File: config.mk
export PLATFORM = sky130hd
export DESIGN_NAME = uart_rx
export DESIGN_NICKNAME = d
export VERILOG_FILES = /design/src/rtl/uart_rx.sv
export SDC_FILE = /design/constraint.sdc
export NUM_CORES = 1
export LEC_CHECK = 0
export ABC_AREA = 1
export CAP_MARGIN = 20
export CORE_ASPECT_RATIO = 2
export CORE_MARGIN = 2
export CORE_UTILIZATION = 50
export DETAILED_ROUTE_END_ITERATION = 8
export HOLD_SLACK_MARGIN = 0.15
export PLACE_DENSITY = 0.8
export SLEW_MARGIN = 20
export SYNTH_ARGS = -nofsm -noshare
export SYNTH_HDL_FRONTEND = slang
export SYNTH_SLANG_ARGS = --single-unit
export TNS_END_PERCENT = 5
File: constraint.sdc
create_clock -name clk -period 3.77 [get_ports clk]
set_input_delay 0.5655 -clock clk [delete_from_list [all_inputs] [get_ports clk]]
set_output_delay 0.5655 -clock clk [all_outputs]
set_load 0.01 [all_outputs]
File: src/rtl/uart_rx.sv
// UART receiver: 8N1, LSB first, idle-high line, centre-of-bit sampling.
// Define UART_RX_PARITY_EN for 8E1 frames with a live parity_err_o.
module uart_rx #(
  parameter int CLKS_PER_BIT = 434
) (
  input  logic       clk,
  input  logic       rst_n,
  input  logic       rx_i,
  output logic [7:0] data_o,
  output logic       rx_done_o,
  output logic       frame_err_o,
  output logic       parity_err_o
);

  localparam logic [15:0] CNT_LAST  = 16'(CLKS_PER_BIT - 1);
  localparam logic [15:0] HALF_LAST = 16'(CLKS_PER_BIT / 2 - 1);

  typedef enum logic [2:0] {
    ST_IDLE      = 3'd0,
    ST_START     = 3'd1,
    ST_DATA      = 3'd2,
`ifdef UART_RX_PARITY_EN
    ST_PARITY    = 3'd3,
`endif
    ST_STOP      = 3'd4,
    ST_WAIT_IDLE = 3'd5
  } state_e;

  logic        rx_meta_q, rx_s_q, rx_prev_q;
  state_e      state_q, state_d;
  logic [15:0] clk_cnt_q, clk_cnt_d;
  logic [2:0]  bit_cnt_q, bit_cnt_d;
  logic [7:0]  shift_q, shift_d;
  logic [7:0]  data_q, data_d;
  logic        done_q, done_d;
  logic        ferr_q, ferr_d;
  logic        perr_q, perr_d;
  logic        par_bad_q;
`ifdef UART_RX_PARITY_EN
  logic        par_bad_d;
`endif

  // NOTE: all state uses non-blocking assignments so every flop samples pre-edge values.
  always_ff @(posedge clk or negedge rst_n) begin
    if (!rst_n) begin
      // Reset to the idle level so release never looks like a start edge.
      rx_meta_q <= 1'b1;
      rx_s_q    <= 1'b1;
      rx_prev_q <= 1'b1;
    end else begin
      rx_meta_q <= rx_i;
      rx_s_q    <= rx_meta_q;
      rx_prev_q <= rx_s_q;
    end
  end

  always_comb begin
    // NOTE: every output of this block gets a default first, so no latches are inferred.
    state_d   = state_q;
    clk_cnt_d = clk_cnt_q + 16'd1;
    bit_cnt_d = bit_cnt_q;
    shift_d   = shift_q;
    data_d    = data_q;
    done_d    = 1'b0;
    ferr_d    = 1'b0;
    perr_d    = 1'b0;
`ifdef UART_RX_PARITY_EN
    par_bad_d = par_bad_q;
`endif
    unique case (state_q)
      ST_IDLE: begin
        clk_cnt_d = '0;
        bit_cnt_d = '0;
        if (rx_prev_q && !rx_s_q) state_d = ST_START;
      end
      ST_START: begin
        if (clk_cnt_q == HALF_LAST) begin
          clk_cnt_d = '0;
          state_d   = rx_s_q ? ST_IDLE : ST_DATA;
        end
      end
      ST_DATA: begin
        if (clk_cnt_q == CNT_LAST) begin
          clk_cnt_d          = '0;
          shift_d[bit_cnt_q] = rx_s_q;
          bit_cnt_d          = bit_cnt_q + 3'd1;
          if (bit_cnt_q == 3'd7) begin
            bit_cnt_d = '0;
`ifdef UART_RX_PARITY_EN
            state_d   = ST_PARITY;
`else
            state_d   = ST_STOP;
`endif
          end
        end
      end
`ifdef UART_RX_PARITY_EN
      ST_PARITY: begin
        if (clk_cnt_q == CNT_LAST) begin
          clk_cnt_d = '0;
          par_bad_d = rx_s_q ^ (^shift_q);
          state_d   = ST_STOP;
        end
      end
`endif
      ST_STOP: begin
        if (clk_cnt_q == CNT_LAST) begin
          clk_cnt_d = '0;
          perr_d    = par_bad_q;
          if (rx_s_q) begin
            state_d = ST_IDLE;
            if (!par_bad_q) begin
              data_d = shift_q;
              done_d = 1'b1;
            end
          end else begin
            ferr_d  = 1'b1;
            state_d = ST_WAIT_IDLE;
          end
        end
      end
      ST_WAIT_IDLE: begin
        clk_cnt_d = '0;
        if (rx_s_q) state_d = ST_IDLE;
      end
      default: begin
        clk_cnt_d = '0;
        bit_cnt_d = '0;
        state_d   = ST_IDLE;
      end
    endcase
  end

  always_ff @(posedge clk or negedge rst_n) begin
    if (!rst_n) begin
      state_q   <= ST_IDLE;
      clk_cnt_q <= '0;
      bit_cnt_q <= '0;
      shift_q   <= '0;
      data_q    <= '0;
      done_q    <= 1'b0;
      ferr_q    <= 1'b0;
      perr_q    <= 1'b0;
    end else begin
      state_q   <= state_d;
      clk_cnt_q <= clk_cnt_d;
      bit_cnt_q <= bit_cnt_d;
      shift_q   <= shift_d;
      data_q    <= data_d;
      done_q    <= done_d;
      ferr_q    <= ferr_d;
      perr_q    <= perr_d;
    end
  end

`ifdef UART_RX_PARITY_EN
  always_ff @(posedge clk or negedge rst_n) begin
    if (!rst_n) par_bad_q <= 1'b0;
    else        par_bad_q <= par_bad_d;
  end
`else
  assign par_bad_q = 1'b0;
`endif

  assign data_o       = data_q;
  assign rx_done_o    = done_q;
  assign frame_err_o  = ferr_q;
`ifdef UART_RX_PARITY_EN
  assign parity_err_o = perr_q;
`else
  assign parity_err_o = 1'b0;
`endif

endmodule

======== Word-level counts from Yosys, hierarchy flattened ========
Index checks and enable logic that the tools add are counted.
operators by class
  $add $sub $neg .......................... 2
  $lt $le $gt $ge ......................... 2
  eq/ne operators ......................... 13
  mux-type cells .......................... 24
  bitwise gates (word level) .............. 1
  reductions and logical operators ........ 10
operators by type and width
  kind                                                               number
  2-to-1 mux 16 bit                                                  2
  one-hot mux 16 bit (2 select lines)                                1
  2-to-1 mux 3 bit                                                   9
  adder 16 x 1 -> 16 bit, second input constant                      1
  == test 16 x 8 -> 1 bit, second input constant                     1
  == test 16 x 9 -> 1 bit, second input constant                     1
  one-hot mux 3 bit (5 select lines)                                 1
  != test 2 bit, second input constant                               6
  == test 3 bit, second input constant                               3
  bitwise mux 8 bit                                                  1
  2-to-1 mux 1 bit                                                   7
  one-hot mux 3 bit (2 select lines)                                 1
  AND reduction 6 bit                                                1
  < comparator 3 x 4 -> 1 bit, second input constant                 1
  AND reduction 2 bit                                                2
  adder 3 x 1 -> 3 bit, second input constant                        1
  demux 1 bit (select 3 bit)                                         1
  == test 3 x 1 -> 1 bit, second input constant                      1
  == test 3 x 2 -> 1 bit, second input constant                      1
  greater-or-equal comparator 3 x 1 -> 1 bit, second input constant  1
  logical NOT 3 bit                                                  1
  AND reduction 3 bit                                                1
  OR reduction 3 bit                                                 1
  logical AND 1 bit                                                  2
  other kinds (4)                                                    4
word-level totals
  register bits ........................... 43
  input port bits ......................... 3
  logic and storage cells ................. 62

======== Logic depth before layout (Yosys ltp) ========
  word-level depth ........................ 5
  depth in mapped cells ................... 10

======== Worst setup path before layout ========
OpenSTA, ideal clock, no wires.
  path type ............................... reg2reg
  from .................................... register clk_cnt_q[0]
  to ...................................... register clk_cnt_q[12]
  arrival time ............................ 1.272 ns
  setup slack ............................. 2.378 ns
  cell stages (with the launch flop) ...... 9
  cell sequence ........................... dfrtp_1 ha_1 nand2_1 nor2_1 nand2_1 nor2_1 nand3_1 o21ai_0 nor2_1
on the way
  cells in the longest elaborated chain, start to end .. 3
  elaborated cells between the ends (all ways) .. 6
  those cells by class .................... add/sub: 1; eq/ne: 2; mux: 3
ends and longest elaborated chain
  what                                                  line         source
  from (decl)                                           31           logic [15:0] clk_cnt_q, clk_cnt_d;
  from (signal assigned)                                146          clk_cnt_q <= clk_cnt_d;
  adder 16 x 1 -> 16 bit, or another cell as far along  60           clk_cnt_d = clk_cnt_q + 16'd1;
  2-to-1 mux 16 bit, on equally long branches           83, 107, 77
  one-hot mux 16 bit (2 select lines) (*)               70           unique case (state_q)
  named net clk_cnt_d[12]                               31
Mark *: on every way through the listed nets, which the timed path passes. The rest lies on a longest branch.
A chain may end at the register's enable or synchronous reset.

======== Worst setup path in the final report ========
  from .................................... register data_q[7] (netlist: data_o[7])
  to ...................................... output data_o[7]
RTL lines
  what                    line  source
  from (decl)             34    logic [7:0] data_q, data_d;
  from (signal assigned)  149   data_q <= data_d;
  to (decl)               9     output logic [7:0] data_o,
No word-level cell between the ends.

==> results.cfg <==
[global_route]
grt_antenna_before_repair = 0
grt_max_degree = 44
overflow = 0
grtUsageTotal_pct = 22.3
grt_pass1_vias = 2055
grt_pass1_wl_um = 8700

[clock_tree]
cts_made_buffers = 5
clock_path_buffers = 2
cts_tree = done
cts-resized-gates = 0
postCtsSetupBuffers = 0
clk_pin_slew_worst_paths_ns = 0.08
clk_latency_ns = 0.30
htree_num_levels = 2
clockRootBuffer = clkbuf_8
cts.hold.buffers_added = 0
clock-sinks = 43

[layout]
num_antenna_cells = 0
synthToLayoutAreaGrowth_pct = 9.36
final_nets = 321
post-route-util_pct = 57.1
fin_cells = 368
final_common_cell = nand2_1
drive_above_1_share_pct = 9.87
layout_common_cells = 104 x nand2_1, 40 x dfrtp_1, 35 x nor2_1
final_cell_area_um2 = 2500

[die]
boundaryPins = 14
die-area_um2 = 5160
fp.dieH_um = 99.6
die_w_um = 51.8
initial_core_util_pct = 52.2
rows = 34
coreArea_um2 = 4380

[sta]
skew_ns = 0.00930
drv_slew = 0
setup_violations = 0
timing_hold_violations_final = 0
relSlewSlack_pct = 37.8
finalSetupTns_ns = 0
min_period_over_period_pct = 47.1
max_freq_ghz = 0.564
hold_ws_ns = 0.358
worstMarginPinSlew_ns = 0.933
rsz0062_at_grt = false
period_needed_ns = 1.77

[routing]
wl_um = 4820
wl_per_cell_um = 13.1
antenna_left = 0
drc = 0
route.vias.total = 1967
drtPass1Iterations = 6
drtIter0Drc = 56
viasPerCell = 5.35

[critical_path]
cp_top_family = buffers and inverters
critical_path_required_ns = 3.20
path_max_fanout = 2
critPathLaunchType = flop
path_class = reg -> out
cp_num_buf_inv = 1
cpPeakStageDelay_ns = 0.54
cp_slowest_cell = clkdlybuf4s50_1
cp-end-kind = primary output
arrival_ns = 1.21
crit_chain = clkdlybuf4s50_1

[logic_synthesis]
yosysWarnings = 0
synthesis.nets = 308
syn_area_per_cell_um2 = 7.62
yosysSeqAreaShare_pct = 47.2
syn_area_um2 = 2290
synth_seq_cells = 43
ys_types = 28
synthCells = 300

[outcome]
status = complete, no violations

[placement]
dpl_cell_area_um2 = 2410
dpl.hpwl_um = 3610
dp.cells = 360
place_congestion = 0.954
portBuffers = 12

[min_path]
hp-class = reg -> reg

[power]
power.density_nw_per_um2 = 472
p_leak_nw = 1.23
vdd_drop_max_v = 0.000268

[flow_run]
drv_cap = 0
[where the power goes]
| part | internal (W) | switching [W] |
|---|---|---|
| sequential | 0.000497 | 0.0000516 |
| clock | 0.000130 | 0.000159 |
| combinational | 0.0000998 | 0.000243 |
[cell type report]
cell class                 instances  area [um2]
clock buffer                       6        72.6
inverter                          32         121
sequential                        43        1080
multi-input combinational        219        1030
clock inverter                     2        12.5
timing repair buffer              12         115
fill                             427        1880
tap                               54        67.6
[worst paths after layout]
check | endpoint | start | cells past startpoint | slack, ns
max | data_o[7] | data_o[7]$_DFFE_PN0P_ | 1 | 2.00
min | rx_s_q$_DFF_PN1_ | rx_meta_q$_DFF_PN1_ | 0 | 0.36
max reg2reg | clk_cnt_q[12]$_DFF_PN0_ | clk_cnt_q[0]$_DFF_PN0_ | 9 | 2.09
min reg2reg | rx_s_q$_DFF_PN1_ | rx_meta_q$_DFF_PN1_ | 0 | 0.36
max in group asynchronous | shift_q[6]$_DFFE_PN0P_ | rst_n | 1 | 2.79
min in group asynchronous | clk_cnt_q[6]$_DFF_PN0_ | rst_n | 1 | 0.40
[cell usage after synthesis (all sizes together)]
cell | instances | area [um2]
o21ai | 9 | 45.0
o21bai | 1 | 7.51
nor2 | 42 | 185
a31oi | 2 | 12.5
nand2 | 108 | 415
a21boi | 1 | 7.51
dfstp | 3 | 78.8
nand4 | 7 | 43.8
xor2 | 3 | 26.3
clkinv | 1 | 5.00
or2 | 1 | 6.26
buf | 6 | 53.8
nand3 | 20 | 105
a21oi | 13 | 65.1
dfrtp | 40 | 1000
conb | 1 | 3.75
inv | 31 | 116
ha | 5 | 62.6
nor3 | 5 | 36.3
xnor2 | 1 | 8.76
[cells by family (layout without fill, tap and decap cells)]
group	count (synthesis)	count (layout)	synth area share [%]
and+or+nand+nor	183	183	34.6
buffers and inverters	38	52	7.66
xor gates and xnor gates	4	4	1.53
other	1	1	0.164
adders and majority gates	5	5	2.74
DFF	43	43	47.2
AOI/OAI and AO/OA	26	26	6.02
[layer usage]
layer / track usage (%) / up-vias / wire [um]
li1: - / 971 / -
met1: 23.7 / 934 / 1900
met2: 38.5 / 41 / 2570
met3: 3.60 / 21 / 110
met4: 15.6 / 0 / 238
met5: 0 / - / 0
[through the flow]
stage	total power [W]	setup slack, ns
global placement	0.000885	2.20
floorplan	0.000837	2.38
detailed placement	0.000898	2.09
global route	0.00127	1.88
finish	0.00118	2.00
CTS	0.00119	1.97
[state kept, by name, indices dropped and copies added (netlist names), 3 cells and up]
name and count:
bit_cnt_q 3, clk_cnt_q 16, state_q 3, shift_q 8, data_o 8
No activity file was read; power rests on OpenSTA's default activity.
